[src/rtl/caesar_display_if.sv]
// +--------------------------------------------------------------------------+
// | Module      : caesar_display_if                                          |
// | Description : Bundles the Caesar display front-end data signals.         |
// |               sw        - 5-bit key/letter value into the core           |
// |               Clk_1Hz   - divided square wave out of the core            |
// |               tick      - one-cycle pulse per divider period             |
// |               bcd_hund  - hundreds digit of sw                           |
// |               hex0..3   - active-low 7-seg digits, index 0 = segment a   |
// |               slave  modport: the display core                           |
// |               master modport: whoever drives sw and watches the digits   |
// | Revision    : 1.0 - initial release                                      |
// +--------------------------------------------------------------------------+
`default_nettype none

interface caesar_display_if;
  logic [4:0] sw;
  logic       Clk_1Hz;
  logic       tick;
  logic [1:0] bcd_hund;
  logic [0:6] hex0;
  logic [0:6] hex1;
  logic [0:6] hex2;
  logic [0:6] hex3;

  modport master (
    output sw,
    input  Clk_1Hz, tick, bcd_hund, hex0, hex1, hex2, hex3
  );

  modport slave (
    input  sw,
    output Clk_1Hz, tick, bcd_hund, hex0, hex1, hex2, hex3
  );
endinterface

`default_nettype wire

[src/rtl/caesar_display_core.sv]
// +--------------------------------------------------------------------------+
// | Module      : caesar_display_core (with helper caesar_seg7_dec)          |
// | Description : Display front-end of the Caesar-cipher board. Divides      |
// |               Clk_50MHz into a tick / Clk_1Hz, runs a BCD letter counter |
// |               00..LAST_VAL on the tick, converts sw to BCD and drives    |
// |               four active-low 7-segment digits.                           |
// |   Ports     : Clk_50MHz - the only clock                                 |
// |               rst       - asynchronous reset, active-low                 |
// |               bus       - caesar_display_if.slave (sw in, display out)   |
// |   Params    : DIV       - clock cycles per tick period (>= 2)            |
// |               LAST_VAL  - counter terminal value, decimal (<= 39)        |
// | Revision    : 1.0 - initial release                                      |
// +--------------------------------------------------------------------------+
`default_nettype none

// Active-low 7-segment decoder; seg[0] = a .. seg[6] = g. Codes 10..15 blank.
module caesar_seg7_dec (
  input  logic [3:0] bcd,
  output logic [0:6] seg
);
  always_comb begin
    seg = 7'b1111111;
    case (bcd)
      4'd0:    seg = 7'b0000001;
      4'd1:    seg = 7'b1001111;
      4'd2:    seg = 7'b0010010;
      4'd3:    seg = 7'b0000110;
      4'd4:    seg = 7'b1001100;
      4'd5:    seg = 7'b0100100;
      4'd6:    seg = 7'b0100000;
      4'd7:    seg = 7'b0001111;
      4'd8:    seg = 7'b0000000;
      4'd9:    seg = 7'b0000100;
      default: seg = 7'b1111111;
    endcase
  end
endmodule

module caesar_display_core #(
  parameter int DIV      = 50_000_000,
  parameter int LAST_VAL = 25
) (
  input  logic              Clk_50MHz,
  input  logic              rst,
  caesar_display_if.slave   bus
);
  localparam int                 c_cnt_w     = (DIV > 2) ? $clog2(DIV) : 1;
  localparam logic [c_cnt_w-1:0] c_cnt_last  = c_cnt_w'(DIV - 1);
  localparam logic [c_cnt_w-1:0] c_cnt_half  = c_cnt_w'(DIV / 2);
  localparam logic [3:0]         c_last_ones = 4'(LAST_VAL % 10);
  localparam logic [1:0]         c_last_tens = 2'(LAST_VAL / 10);

  // Reset asserts asynchronously straight through both flops; release is
  // delayed two clocks so every downstream flop leaves reset on the same edge.
  logic [1:0] r_rst_sync;
  logic       w_rst_n;

  always_ff @(posedge Clk_50MHz or negedge rst) begin
    if (!rst) r_rst_sync <= 2'b00;
    else      r_rst_sync <= {r_rst_sync[0], 1'b1};
  end

  assign w_rst_n = r_rst_sync[1];

  // Divider: r_cnt walks 0..DIV-1; tick and Clk_1Hz are registered decodes of it.
  logic [c_cnt_w-1:0] r_cnt;
  logic               r_tick;
  logic               r_clk_1hz;

  always_ff @(posedge Clk_50MHz or negedge w_rst_n) begin
    if (!w_rst_n) begin
      r_cnt     <= '0;
      r_tick    <= 1'b0;
      r_clk_1hz <= 1'b0;
    end else begin
      r_cnt     <= (r_cnt == c_cnt_last) ? '0 : r_cnt + 1'b1;
      r_tick    <= (r_cnt == c_cnt_last);
      r_clk_1hz <= (r_cnt < c_cnt_half);
    end
  end

  // Plaintext letter counter in BCD, advanced by the tick as a clock enable.
  logic [3:0] r_ones;
  logic [1:0] r_tens;

  always_ff @(posedge Clk_50MHz or negedge w_rst_n) begin
    if (!w_rst_n) begin
      r_ones <= 4'd0;
      r_tens <= 2'd0;
    end else if (r_tick) begin
      if (r_tens == c_last_tens && r_ones == c_last_ones) begin
        r_ones <= 4'd0;
        r_tens <= 2'd0;
      end else if (r_ones == 4'd9) begin
        r_ones <= 4'd0;
        r_tens <= r_tens + 2'd1;
      end else begin
        r_ones <= r_ones + 4'd1;
      end
    end
  end

  // Switch value to BCD; 5-bit input tops out at 31, so tens fits 2 bits.
  logic [3:0] w_sw_ones;
  logic [1:0] w_sw_tens;

  assign w_sw_ones    = 4'(bus.sw % 5'd10);
  assign w_sw_tens    = 2'(bus.sw / 5'd10);
  assign bus.bcd_hund = 2'({2'b00, bus.sw} / 7'd100);

  assign bus.tick     = r_tick;
  assign bus.Clk_1Hz  = r_clk_1hz;

  caesar_seg7_dec u_hex0 (.bcd(r_ones),             .seg(bus.hex0));
  caesar_seg7_dec u_hex1 (.bcd({2'b00, r_tens}),    .seg(bus.hex1));
  caesar_seg7_dec u_hex2 (.bcd(w_sw_ones),          .seg(bus.hex2));
  caesar_seg7_dec u_hex3 (.bcd({2'b00, w_sw_tens}), .seg(bus.hex3));
endmodule

`default_nettype wire

[src/flat_wrapper.sv]
// flat-port wrapper written by rule: the top's interface ports become plain ports
module caesar_display_core_flat 
#(
  parameter int DIV      = 50_000_000,
  parameter int LAST_VAL = 25
)
  (Clk_50MHz, rst, bus_sw, bus_Clk_1Hz, bus_tick, bus_bcd_hund, bus_hex0, bus_hex1, bus_hex2, bus_hex3);
  caesar_display_if bus_i ();
  input  logic Clk_50MHz;
  input  logic rst;
  input wire logic [$bits(bus_i.sw)-1:0] bus_sw;
  output wire logic [$bits(bus_i.Clk_1Hz)-1:0] bus_Clk_1Hz;
  output wire logic [$bits(bus_i.tick)-1:0] bus_tick;
  output wire logic [$bits(bus_i.bcd_hund)-1:0] bus_bcd_hund;
  output wire logic [$bits(bus_i.hex0)-1:0] bus_hex0;
  output wire logic [$bits(bus_i.hex1)-1:0] bus_hex1;
  output wire logic [$bits(bus_i.hex2)-1:0] bus_hex2;
  output wire logic [$bits(bus_i.hex3)-1:0] bus_hex3;
  assign bus_i.sw = bus_sw;
  assign bus_Clk_1Hz = bus_i.Clk_1Hz;
  assign bus_tick = bus_i.tick;
  assign bus_bcd_hund = bus_i.bcd_hund;
  assign bus_hex0 = bus_i.hex0;
  assign bus_hex1 = bus_i.hex1;
  assign bus_hex2 = bus_i.hex2;
  assign bus_hex3 = bus_i.hex3;
  caesar_display_core #(.DIV(DIV), .LAST_VAL(LAST_VAL)) u_core (.Clk_50MHz(Clk_50MHz), .rst(rst), .bus(bus_i));
endmodule
[config.mk]
export PLATFORM = sky130hd
export DESIGN_NAME = caesar_display_core_flat
export DESIGN_NICKNAME = d
export VERILOG_FILES = /design/src/rtl/caesar_display_if.sv /design/src/rtl/caesar_display_core.sv /design/src/flat_wrapper.sv
export SDC_FILE = /design/constraint.sdc
export NUM_CORES = 1
export LEC_CHECK = 0
export ABC_AREA = 1
export BUFFER_PORTS_ARGS = -buffer_cell sky130_fd_sc_hd__buf_4
export CAP_MARGIN = 30
export CORE_UTILIZATION = 50
export DETAILED_ROUTE_END_ITERATION = 8
export GPL_TIMING_DRIVEN = 0
export PLACE_DENSITY_LB_ADDON = 0.3
export SETUP_SLACK_MARGIN = 0.5
export SLEW_MARGIN = 40
export SYNTH_ARGS = -nofsm -noshare
export SYNTH_HDL_FRONTEND = slang
export SYNTH_HIERARCHICAL = 1
export SYNTH_SLANG_ARGS = --single-unit
export TNS_END_PERCENT = 100
[constraint.sdc]
create_clock -name Clk_50MHz -period 3.7 [get_ports Clk_50MHz]
set_input_delay 0.37 -clock Clk_50MHz [delete_from_list [all_inputs] [get_ports Clk_50MHz]]
set_output_delay 0.37 -clock Clk_50MHz [all_outputs]
set_load 0.01 [all_outputs]
======== Word-level counts from Yosys, hierarchy flattened ========
Memory sizes are Yosys's and may differ from the RTL's.
Cells that the tools add are included.
operators by class
  add/subtract/negate cells ............... 3
  divide/modulo/power cells ............... 3
  order comparisons ....................... 1
  equal/unequal tests ..................... 4
  multiplexer cells ....................... 5
  reductions and logical operators ........ 3
operators by type and width
  kind                     number
  $add A26 B1 Y26 const B  1
  $eq A26 B26 Y1 const B   1
  $lt A26 B25 Y1 const B   1
  $mux W26                 1
  $mux W4                  2
  $div A5 B7 Y7 const B    1
  $div A5 B4 Y5 const B    1
  $mod A5 B4 Y5 const B    1
  $add A4 B1 Y4 const B    1
  $eq A4 B3 Y1 const B     1
  $eq A4 B4 Y1 const B     1
  $mux W2                  2
  $add A2 B1 Y2 const B    1
  $eq A2 B2 Y1 const B     1
  $reduce_and A2 Y1        1
  $reduce_bool A2 Y1       1
  $logic_and A1 B1 Y1      1
word-level totals
  flip-flop bits (word level) ............. 36
  memory bits (read-only) ................. 448
  bits of input ports ..................... 7
  output and inout port bits .............. 32
  word-level logic and storage cells ...... 29
  memories ................................ 4
memory list
  name             words  width  rd ports  clocked after memory_dff  wr ports  RTL line                   source
  (no name shown)  16     7      1         0                         0         caesar_display_core.sv:23  case (bcd)
  (no name shown)  16     7      1         0                         0         caesar_display_core.sv:23
  (no name shown)  16     7      1         0                         0         caesar_display_core.sv:23
  (no name shown)  16     7      1         0                         0         caesar_display_core.sv:23

======== Longest topological paths before layout ========
Gate-level depths: netlist (run 1).
  word-level depth ........................ 4
  gate-level depth with buffers ........... 12
  depth with buffers taken out ............ 12

======== Cells and area by module ========
Netlist (run 1), hierarchy kept.
modules (own cells, without submodules)
  module               instances  cells an instance  area each (um^2)  seq. area each (um^2)
  caesar_display_core  1          304                2148.3            900.9
  caesar_seg7_dec      4          35                 187.7             0.0

======== Least setup slack after synthesis (run 1) ========
Ideal clock, no wire load.
  path type ............................... in2out
  start ................................... input port bus_sw[2]
  end ..................................... output port bus_hex2[3]
  arrival ................................. 1.661 ns
  required time ........................... 3.330 ns
  slack ................................... 1.669 ns
  cell stages on the path ................. 11
  buffers on the path ..................... 0
  cells stage by stage .................... inv_1 -> nor2_1 -> o21ai_0 -> nand2_1 -> nand2_1 -> nand2_1 -> inv_1 -> ha_1 -> nand2_1 -> nand3_1 -> nand2_1
on the way
  longest elaborated chain between the ends .. 2
ends and longest elaborated chain
  what                     RTL line                    source
  start, declared          flat_wrapper.sv:11          input wire logic [$bits(bus_i.sw)-1:0] bus_sw;
  $mod A5 B4 Y5            caesar_display_core.sv:107  assign w_sw_ones = 4'(bus.sw % 5'd10);
  via u_core.w_sw_ones[1]  caesar_display_core.sv:104  logic [3:0] w_sw_ones;
  $mem_v2 Z16 W7           -
  end, declared            flat_wrapper.sv:17          output wire logic [$bits(bus_i.hex2)-1:0] bus_hex2;
The timed path passes the listed nets, and every way through them passes these cells.

======== Worst setup path after layout (run 1) ========
Same ends and word-level chain as after synthesis.

==> summary.md, run 1 <==
| Metric | Value |
|---|---|
| Leakage | `1.75 nW` |
| Pre-antenna DRT Iters | `4` |
| Seq/Total Area, Yosys | `31.1%` |
| Power, Total | `0.875 mW` |
| Fmax | `0.408 GHz` |
| Post-DP HPWL | `4.77 mm` |
| Post-synth top flop | `dfrtp_1` |
| Yosys cell types | `27` |
| TritonCTS buffer count | `5` |
| Worst setup EP type | `output port` |
| Multi-input gate area | `0.00183 mm²` |
| DR iter-0 viols | `123` |
| Outcome | `completed` |
| Post-synth top cells | `nand2_1 (157), nor2_1 (62), inv_1 (56), nand3_1 (45), dfrtp_1 (36)` |
| Total die area | `0.00611 mm²` |
| Ports | `39` |
| Synthesis-to-layout area growth | `18.6%` |
| Asr flop ratio synth | `100%` |
| Worst-path cell chain | `buf_4 -> inv_1 -> nor2_1 -> o21ai_0 -> nand2_1 -> nand2_1 -> nand2_1 -> inv_1 -> ha_1 -> nand2_1 -> nand3_1 -> nand2_1 -> buf_4` |
| Vias | `2776` |
| Final nets | `535` |
| Post-Route WL | `6.00 mm` |
| Core Region | `0.00554 mm²` |
| Max-slew violation count | `0` |
| R2R Setup Slk | `2040 ps` |
| Clock root buffer | `clkbuf_8` |
| Max Cap Viol | `0` |
| Routed Antenna Nets | `0` |
| CP dominant cell by count | `nand2_1` |
| Critical Path Start | `bus_sw[2]` |
| Global route overflow | `0` |
| Largest net degree at the start of global routing | `35` |
| Die span in y | `78.1 µm` |
| Finished Layout Cells | `578` |
| Largest cells by area after synthesis | `dfrtp_1 (31%), nand2_1 (20%), ha_1 (9.9%), nor2_1 (8.0%), nand3_1 (7.8%)` |
| I/O Buffers | `34` |
| CTS max path bufs | `2` |
| Worst path slowest cell | `o21ai_0` |
| Area of the mapped netlist | `0.00290 mm²` |
| Req. time, crit path | `3330 ps` |
| Register area | `905 µm²` |
| Placed insts | `569` |
| Share of cells above drive strength 1 | `12.5%` |
| Synthesized flop and latch total | `36` |
| Data arrival time of the worst path | `2080 ps` |
| Gpl congestion | `0.949` |
| First-pass GRT wire length | `10.9 mm` |
| Reg2reg start | `u_core/r_cnt[0]` |
| Antenna violations before repair | `0` |
| Initial Util | `52.3%` |
| Vias/cell | `4.80` |
| Clock Skew | `4.42 ps` |
| CP startpoint kind | `input port` |
| Die width | `78.1 µm` |
| Fin crit share | `66.3%` |
| WHS | `267 ps` |
| Worst vdd ir | `208 µV` |
| Post_cts resized | `0` |
| TritonCTS clock tree | `done` |
| Post-route cell area | `0.00344 mm²` |
| Residual DRC | `0` |
| Crit path capture | `bus_hex2[3]` |
| Total GRT Usage | `21.9%` |
| # setup viols final | `0` |
| Worst slack at placement | `1240 ps` |
| Hold Path Class | `reg -> async` |
| Filler cells | `513` |
| Normalized max-slew margin | `53.5%` |
| WL/cell | `10.4 µm` |
| H-tree Lvls | `2` |
| Cell type with the largest total area after synthesis | `dfrtp_1` |
| EDFF count, synth | `0` |
| RSZ-0062 raised after global routing | `no` |
| CP peak stage delay | `280 ps` |
| Mapped Avg Cell Area | `6.53 µm²` |
| Post-Route Setup TNS | `0 ps` |
| Count leader, synth | `nand2_1` |
| Yosys Warn Count | `6` |
| Post-Syn Instances | `444` |
| Placed inst area | `0.00332 mm²` |
| Power Dens Cells | `254 mW/mm²` |
| Clock sink count | `36` |
| Site Rows | `27` |
| Final Hold Viols | `0` |
| ANT cells | `0` |
| Worst reg2reg endpoint | `u_core/r_cnt[14]` |
| Worst r2r path cells | `6` |
| Largest driver fanout on the critical path | `5` |
| Worst-path clk slew | `70 ps` |
| Skew-Pair Late Insertion Delay | `290 ps` |
| Post-route setup slack | `1250 ps` |
| Kind of critical path | `in -> out` |
| Synth top area share | `31.1%` |
| Number of global-route vias before repair | `2640` |
| Fin crit period | `2450 ps` |
| Worst-margin pin slew | `690 ps` |
| Util after Layout | `62.0%` |
==> layout make-up <==
class	count	area share, %
inverter	60	6.55
buffer	2	0.437
timing repair buffer	35	7.72
clock buffer	6	2.11
clock inverter	2	1.02
sequential	36	26.3
tap	72	2.62
multi-input combinational	365	53.2
==> cells by family after synthesis <==
group                    after synthesis  synth area share (%)
AND/OR/NAND/NOR                      285                  41.7
multiplexers                           1                 0.345
other                                  2                 0.259
adder cells (fa/ha/maj)               23                  9.93
buffers and inverters                 62                  8.29
AO/OA/AOI/OAI                         22                  4.45
XOR/XNOR                              13                  3.93
flip-flops                            36                  31.1
==> power by group <==
group / switching [mW] / internal (mW)
clock: 0.141 / 0.200
combinational: 0.0739 / 0.0581
sequential: 0.00693 / 0.395
total: 0.222 / 0.653
==> per-layer routing <==
metal / global-route usage [%] / wire, µm
met3: 4.42 / 302
met4: 8.15 / 146
met1: 26.5 / 2760
met2: 38.2 / 2790
met5: 0 / 0
==> placed cells by master (no fill, tap or decap), types with 4 or more instances in the layout <==
master / n
buf_4: 36
nand2_1: 157
dfrtp_1: 35
nand3_1: 45
o21ai_0: 8
xnor2_1: 4
conb_1: 21
xor2_1: 9
ha_1: 23
inv_1: 56
o21ai_2: 4
nor2_2: 4
inv_2: 4
nor3_1: 4
clkbuf_8: 5
a21oi_1: 8
nand4_1: 5
nor2_1: 62
==> registers in the layout, summed over array words and instances (netlist names) <==
| signal | flops |
|---|---|
| u_core/bus.Clk_1Hz | 1 |
| u_core/bus.tick | 1 |
| u_core/r_cnt | 26 |
| u_core/r_ones | 4 |
| u_core/r_rst_sync | 2 |
| u_core/r_tens | 2 |
==> critical path, delay by kind of cell <==
kind,cells,cell delay [ps]
buffers and inverters,4,480
AOI/OAI and AO/OA,1,280
adders and majority gates,1,230
and+or+nand+nor,7,700
==> worst min path at each step <==
stage,startpoint,to,slack [ps]
5_1_grt,u_core/r_rst_sync[1],u_core/bus.tick,330
2_1_floorplan,rst,u_core/r_rst_sync[0],70
3_5_place_dp,rst,u_core/r_rst_sync[0],150
6_report,u_core/r_rst_sync[1],u_core/r_cnt[1],270
3_3_place_gp,rst,u_core/r_rst_sync[0],150
4_1_cts,u_core/r_rst_sync[0],u_core/r_rst_sync[1],360
==> repair_timing <==
item                       in CTS  in global routing
hold endpoints to repair        2                  0
buffers inserted                0                  0
setup endpoints to repair       0                  0
hold buffers                    1                  0
No activity file was read; power rests on OpenSTA's default activity.
==> inputs of run 2 (changes only) <==
ABC_AREA = 0   (was 1)
clock period = 2.3 ns   (was 3.7 ns; I/O delays follow)
==> run 2 against run 1 <==
Net effect:
- synthesized cell count fell by 26%
- area after synthesis fell by 4.4%
- worst hold slack got worse by 2.1 ps
- largest power group unchanged
- power rose by 63%
- largest cell class unchanged
==> summary.md, run 2 <==
| Metric | Value |
|---|---|
| Pre-antenna DRT Iters | `4 (unchanged)` |
| TritonCTS clock tree | `done` |
| Top delay family on crit path | `compound AO/OA/AOI/OAI gates` |
| Asr flop ratio synth | `100% (unchanged)` |
| Final Hold Viols | `0 (unchanged)` |
| Cell type with the largest total area after synthesis | `dfrtp_1` |
| Count leader, synth | `nor2_1` |
| Largest net degree at the start of global routing | `35 (unchanged)` |
| Buffers & Inverters on Critical Path | `3 (-1)` |
| Mapped Avg Cell Area | `8.43 µm² (+29%)` |
| Number of flip-flops in the largest register | `26 (unchanged)` |
| Hold Path Class | `in -> async` |
| H-tree Lvls | `2 (unchanged)` |
| RSZ-0062 raised after global routing | `yes` |
| Yosys Warn Count | `6 (unchanged)` |
| Ports | `39 (unchanged)` |
| Post-DP HPWL | `4.14 mm (-13%)` |
| Seq/Total Area, Yosys | `32.5% (+1.4 points)` |
| Worst setup EP type | `output port` |
| Gpl congestion | `0.865 (-8.8%)` |
| Util after Layout | `76.2% (+14 points)` |
| Worst vdd ir | `291 µV (+40%)` |
| Placed insts | `440 (-23%)` |
| # setup viols final | `0 (unchanged)` |
| Post-synth top cells | `nor2_1 (37), dfrtp_1 (36), o21ai_0 (31), ha_1 (23), nand2_1 (22)` |
| Area of the mapped netlist | `0.00277 mm² (-4.4%)` |
| Worst r2r path cells | `8 (+2)` |
| Global route overflow | `0 (unchanged)` |
| Die span in y | `76.5 µm (-2.1%)` |
| Max-slew violation count | `0 (unchanged)` |
| CTS max path bufs | `2 (unchanged)` |
| Fmax | `0.491 GHz` |
| Yosys cell types | `45 (+67%)` |
| Total GRT Usage | `23.5% (+1.6 points)` |
| Fin crit period | `2040 ps` |
| Worst reg2reg endpoint | `u_core/r_cnt[15]` |
| Outcome | `completed` |
| Reg2reg start | `u_core/r_cnt[11]` |
| Post-Route Setup TNS | `0 ps (unchanged)` |
| Largest cells by area after synthesis | `dfrtp_1 (32%), ha_1 (10%), o21ai_0 (5.6%), nor2_1 (5.0%), nand2b_1 (4.7%)` |
| Worst-path clk slew | `70 ps (about the same)` |
| Vias/cell | `5.57 (+16%)` |
| Synthesis-to-layout area growth | `44.0%` |
| Register area | `911 µm² (+0.69%)` |
| ANT cells | `0 (unchanged)` |
| Post-Syn Instances | `329 (-26%)` |
| Vias | `2811 (+1.3%)` |
| I/O Buffers | `34 (unchanged)` |
| Power, Total | `1.42 mW (+63%)` |
| Post-synth top flop | `dfrtp_1` |
| Multi-input gate area | `0.00197 mm² (+7.5%)` |
| Synth top area share | `32.5% (+1.4 points)` |
| Most frequent cells in the layout | `buf_4 (89), dfrtp_1 (28), nor2_1 (26)` |
| Post-Route WL | `7.56 mm (+26%)` |
| Antenna violations before repair | `0 (unchanged)` |
| Skew-Pair Late Insertion Delay | `290 ps (about the same)` |
| Residual DRC | `0 (unchanged)` |
| Worst slack at placement | `55.9 ps (-1190 ps)` |
| Number of global-route vias before repair | `2607 (-1.3%)` |
| Initial Util | `52.9% (+0.61 points)` |
| Max Cap Viol | `0 (unchanged)` |
| CP peak stage delay | `260 ps (-20 ps)` |
| Core Region | `0.00524 mm² (-5.5%)` |
| Worst-path cell chain | `buf_6 -> nand2_1 -> o21ai_2 -> a22o_2 -> xor2_2 -> inv_2 -> ha_4 -> or2_1 -> a21oi_2 -> a31oi_2 -> buf_4` |
| First-pass GRT wire length | `11.3 mm (+4.3%)` |
| Kind of critical path | `in -> out` |
| Site Rows | `26 (-3.7%)` |
| Placed inst area | `0.00319 mm² (-3.9%)` |
| Largest registers | `u_core/r_cnt x26, u_core/r_ones x4` |
| Most common library cell in the layout ignoring fill and taps | `buf_4` |
| DR iter-0 viols | `224 (+82%)` |
| Leakage | `1.84 nW (+5.4%)` |
| Fin crit share | `88.6%` |
| Clock Skew | `2.59 ps (-1.82 ps)` |
| Biggest register | `u_core/r_cnt` |
| Filler cells | `338 (-34%)` |
| Worst path slowest cell | `a22o_2` |
| Total die area | `0.00585 mm² (-4.3%)` |
| Power Dens Cells | `356 mW/mm² (+40%)` |
| TritonCTS buffer count | `5 (unchanged)` |
| Req. time, crit path | `2070 ps (-1260 ps)` |
| Clock root buffer | `clkbuf_8` |
| Largest driver fanout on the critical path | `7 (+2)` |
| Routed Antenna Nets | `0 (unchanged)` |
| Post-route cell area | `0.00399 mm² (+16%)` |
| WL/cell | `15.0 µm (+44%)` |
| EDFF count, synth | `0 (unchanged)` |
| Clock sink count | `36 (unchanged)` |
| Worst-margin pin slew | `741 ps (+51.4 ps)` |
| Data arrival time of the worst path | `1810 ps (-270 ps)` |
| Finished Layout Cells | `505 (-13%)` |
| Post-route setup slack | `262 ps (-985 ps)` |
| Synthesized flop and latch total | `36 (unchanged)` |
| WHS | `265 ps (-2.14 ps)` |
| R2R Setup Slk | `350 ps (-1690 ps)` |
| CP startpoint kind | `input port` |
| Normalized max-slew margin | `50.6% (-2.9 points)` |
| Die width | `76.5 µm (-2.1%)` |
| Share of cells above drive strength 1 | `39.3% (+27 points)` |
| Final nets | `464 (-13%)` |
## run 2: cell count changes after synthesis, moves of 7 or more
cell      change
nor2_1       -25
nand2_1     -135
nand3_1      -34
nand2b_1     +21
inv_1        -40
o31ai_1       +7
o21ai_0      +23
## run 2: logic make-up after synthesis
family | synth area share [%]
AO/OA/AOI/OAI | 15.1
XOR/XNOR | 5.69
adder cells (fa/ha/maj) | 10.4
buffers and inverters | 6.50
flip-flops | 32.5
multiplexers | 1.85
other | 0.271
AND/OR/NAND/NOR | 27.7
## run 2: how the worst max path moves through the flow
stage	from	to	cells after the start
after floorplan	u_core/r_cnt[2]	u_core/r_cnt[22]	5
after global placement	bus_sw[2]	bus_hex2[3]	11
after detailed placement	bus_sw[2]	bus_hex2[3]	11
after CTS	bus_sw[2]	bus_hex2[3]	11
after global routing	bus_sw[1]	bus_hex2[3]	11
final	bus_sw[1]	bus_hex2[3]	11
## run 2: metal layers
metal | track usage, % | vias to the layer above | part of all wire (%)
met5 | 0 | - | 0
met1 | 26.6 | 1333 | 41
met3 | 3.23 | 26 | 5.0
met2 | 44.5 | 106 | 50
met4 | 8.65 | 0 | 3.3
li1 | - | 1346 | -
## run 2: repair_timing
action                                 in CTS  in global routing
setup endpoints to repair                  31                 35
buffers inserted                           38                 17
endpoints found under the hold margin       2                  0
pin swaps                                  15                 23
gates cloned                                0                  1
resized for setup                          34                 46
hold buffers                                1                  0
## run 2: cell type report
| cell class | instances | area share (%) |
|---|---|---|
| plain buffers | 18 | 4.01 |
| clock buffers | 8 | 2.51 |
| inverters | 16 | 1.57 |
| multi-input cells | 266 | 49.3 |
| flip-flops and latches | 36 | 22.8 |
| well taps | 70 | 2.19 |
| repair buffers | 91 | 17.6 |
## run 2: power by group
| group | switching (mW) | leakage (nW) | internal (mW) |
|---|---|---|---|
| clock | 0.216 | 0.0515 | 0.273 |
| combinational | 0.140 | 1.32 | 0.148 |
| sequential | 0.0115 | 0.471 | 0.635 |
| total | 0.367 | 1.84 | 1.06 |
==> inputs of run 3 (changes only) <==
CAP_MARGIN = 10   (was 30)
CORE_MARGIN = 2   (was default)
==> run 3 against run 2 <==
Net effect:
- clock power up 10%
- clock-buffer cell count decreased by 2
- flip-flop and latch count unchanged
- sequential power hardly changed
- worst setup slack improved by 32 ps
- non-clock buffer count rose by 3
- final cell count increased by 0.99%
- core utilization decreased by 1.8 points
- worst hold slack got worse by 2.7 ps
- maximum frequency rose by 1.6%
- via count about the same
- critical path depth stayed put
- critical endpoint is now bus_hex2[5]
- highest routed layer unchanged
==> summary.md, run 3 (same netlist as run 2, synthesis figures left out) <==
| Metric | Value |
|---|---|
| Largest net degree at the start of global routing | `35 (unchanged)` |
| Normalized max-slew margin | `50.3% (-0.31 points)` |
| Max-slew violation count | `0 (unchanged)` |
| Cell Int Power | `1.10 mW (+3.8%)` |
| Data arrival time of the worst path | `1780 ps (-30 ps)` |
| Max Cap Viol | `0 (unchanged)` |
| Ports | `39 (unchanged)` |
| Worst-path cell chain | `buf_12 -> nor2_4 -> o21ai_2 -> a22o_2 -> xor2_2 -> inv_2 -> buf_4 -> ha_4 -> o21ai_0 -> o21ai_1 -> buf_4` |
| Routed Antenna Nets | `0 (unchanged)` |
| Number of global-route vias before repair | `2562 (-1.7%)` |
| Clock Skew | `3.41 ps (+0.820 ps)` |
| DR iter-0 viols | `180 (-20%)` |
| R2R Setup Slk | `360 ps (about the same)` |
| Outcome | `completed` |
| Die span in y | `78.5 µm (+2.6%)` |
| Worst slack at placement | `42.9 ps (-13.0 ps)` |
| Die width | `78.5 µm (+2.6%)` |
| Number of flip-flops in the largest register | `26 (unchanged)` |
| Switching share of total power | `25.3% (-0.49 points)` |
| Placed inst area | `0.00319 mm² (about the same)` |
| Post-Route Setup TNS | `0 ps (unchanged)` |
| TritonCTS buffer count | `5 (unchanged)` |
| Total die area | `0.00616 mm² (+5.3%)` |
| Reg power frac | `44.0% (-1.4 points)` |
| Placed insts | `442 (+0.45%)` |
| Clock root buffer | `clkbuf_8` |
| CP peak stage delay | `260 ps (about the same)` |
| Worst-margin pin slew | `746 ps (+4.66 ps)` |
| Final nets | `467 (+0.65%)` |
| Worst-path clk slew | `70 ps (about the same)` |
| Site Rows | `27 (+3.8%)` |
| Vias/cell | `5.51 (-1.1%)` |
| Vias | `2809 (-0.071%)` |
| Largest driver fanout on the critical path | `5 (-2)` |
| Register area | `911 µm² (unchanged)` |
| Most frequent cells in the layout | `buf_4 (87), nor2_1 (32), dfrtp_1 (28)` |
| Pre-antenna DRT Iters | `4 (unchanged)` |
| Biggest register | `u_core/r_cnt` |
| Buffers & Inverters on Critical Path | `4 (+1)` |
| Residual DRC | `0 (unchanged)` |
| Most common library cell in the layout ignoring fill and taps | `buf_4` |
| Post-route cell area | `0.00405 mm² (+1.4%)` |
| Antenna violations before repair | `0 (unchanged)` |
| Top delay family on crit path | `compound AO/OA/AOI/OAI gates` |
| # setup viols final | `0 (unchanged)` |
| Post-route setup slack | `294 ps (+32.1 ps)` |
| Global route overflow | `0 (unchanged)` |
| Multi-input gate area | `0.00197 mm² (+0.32%)` |
| TritonCTS clock tree | `done` |
| Fin crit period | `2010 ps (-32.1 ps)` |
| Skew-Pair Late Insertion Delay | `290 ps (about the same)` |
| Initial Util | `51.0% (-2.0 points)` |
| Largest registers | `u_core/r_cnt x26, u_core/r_ones x4` |
| WL/cell | `15.7 µm (+4.8%)` |
| Kind of critical path | `in -> out` |
| Synthesis-to-layout area growth | `46.0%` |
| Total GRT Usage | `22.9% (-0.65 points)` |
| WHS | `263 ps (-2.75 ps)` |
| Core Region | `0.00544 mm² (+3.8%)` |
| Filler cells | `343 (+1.5%)` |
| H-tree Lvls | `2 (unchanged)` |
| Fmax | `0.499 GHz (+1.6%)` |
| Final Hold Viols | `0 (unchanged)` |
| Post-DP HPWL | `4.06 mm (-1.9%)` |
| RSZ-0062 raised after global routing | `yes` |
| Gpl congestion | `0.861 (-0.42%)` |
| Post-Route WL | `7.99 mm (+5.8%)` |
| I/O Buffers | `34 (unchanged)` |
| Worst path slowest cell | `a22o_2` |
| Req. time, crit path | `2070 ps (about the same)` |
| Clock sink count | `36 (unchanged)` |
| Power Dens Cells | `363 mW/mm² (+1.7%)` |
| Clk pwr share | `36.7% (+2.4 points)` |
| Fin crit share | `87.2% (-1.4 points)` |
| Logic pwr share | `19.3% (-1.0 points)` |
| Hold Path Class | `in -> async` |
| CP startpoint kind | `input port` |
| CTS max path bufs | `2 (unchanged)` |
| Share of cells above drive strength 1 | `42.0% (+2.7 points)` |
| Worst setup EP type | `output port` |
| ANT cells | `0 (unchanged)` |
| Switching pwr | `0.372 mW (+1.2%)` |
| Finished Layout Cells | `510 (+0.99%)` |
| First-pass GRT wire length | `11.4 mm (+0.37%)` |
| Leakage | `1.87 nW (+1.3%)` |
| Worst vdd ir | `291 µV (about the same)` |
| CP dominant cell by count | `buf_4` |
## run 3: cell types whose count changed in the layout (fill, tap and decap cells not counted), moves of 3 or more
cell,before,now
nor2_1,26,32
a21oi_2,8,11
a21oi_1,12,9
nor2_4,7,1
buf_6,10,14
## run 3: worst paths after layout
kind | from | endpoint | cells past startpoint
max reg2reg | u_core/r_cnt[14] | u_core/r_cnt[20] | 5
min reg2reg | u_core/r_rst_sync[1] | u_core/r_ones[0] | 0
min | rst | u_core/r_rst_sync[1] | 2
min in group Clk_50MHz | u_core/r_rst_sync[0] | u_core/r_rst_sync[1] | 0
max | bus_sw[2] | bus_hex2[5] | 11
max in group asynchronous | u_core/r_rst_sync[1] | u_core/r_tens[1] | 0
## run 3: area by class of cell
class | instances | area share (%)
Buffer | 18 | 3.89
Clock buffer | 6 | 1.79
Clock inverter | 2 | 0.865
Inverter | 16 | 1.55
Multi-Input combinational cell | 266 | 48.7
Sequential cell | 36 | 22.5
Tap cell | 72 | 2.22
Timing Repair Buffer | 94 | 18.4
## run 3: stage by stage
stage                     total power, mW  util (%)
after floorplan                     0.796         -
after global placement              0.881      58.6
after detailed placement            0.885      58.6
after CTS                            1.45      67.8
after global routing                 1.53      74.4
final                                1.47      74.4
## run 3: power groups by stage
stage	Combinational (mW)	Clock [mW]	Sequential (mW)
6_report	0.283	0.538	0.646
5_1_grt	0.312	0.572	0.648
4_1_cts	0.255	0.544	0.647
3_5_place_dp	0.226	0	0.659
3_3_place_gp	0.222	0	0.658
2_1_floorplan	0.140	0	0.655
## run 3: what timing repair did
| item | CTS | global route |
|---|---|---|
| endpoints found under the setup margin | 30 | 34 |
| hold endpoints to repair | 2 | 0 |
| gates cloned | 0 | 1 |
| pin swaps | 16 | 26 |
| hold buffers | 1 | 0 |
| buffers inserted | 35 | 23 |
| gates resized for setup | 31 | 55 |
## run 3: per-layer routing
layer	up-vias	wire (µm)	track usage, %
met5	-	0	0
met4	0	227	10.4
met3	30	376	4.14
met2	86	4200	40.3
met1	1342	3190	27.1
li1	1351	-	-
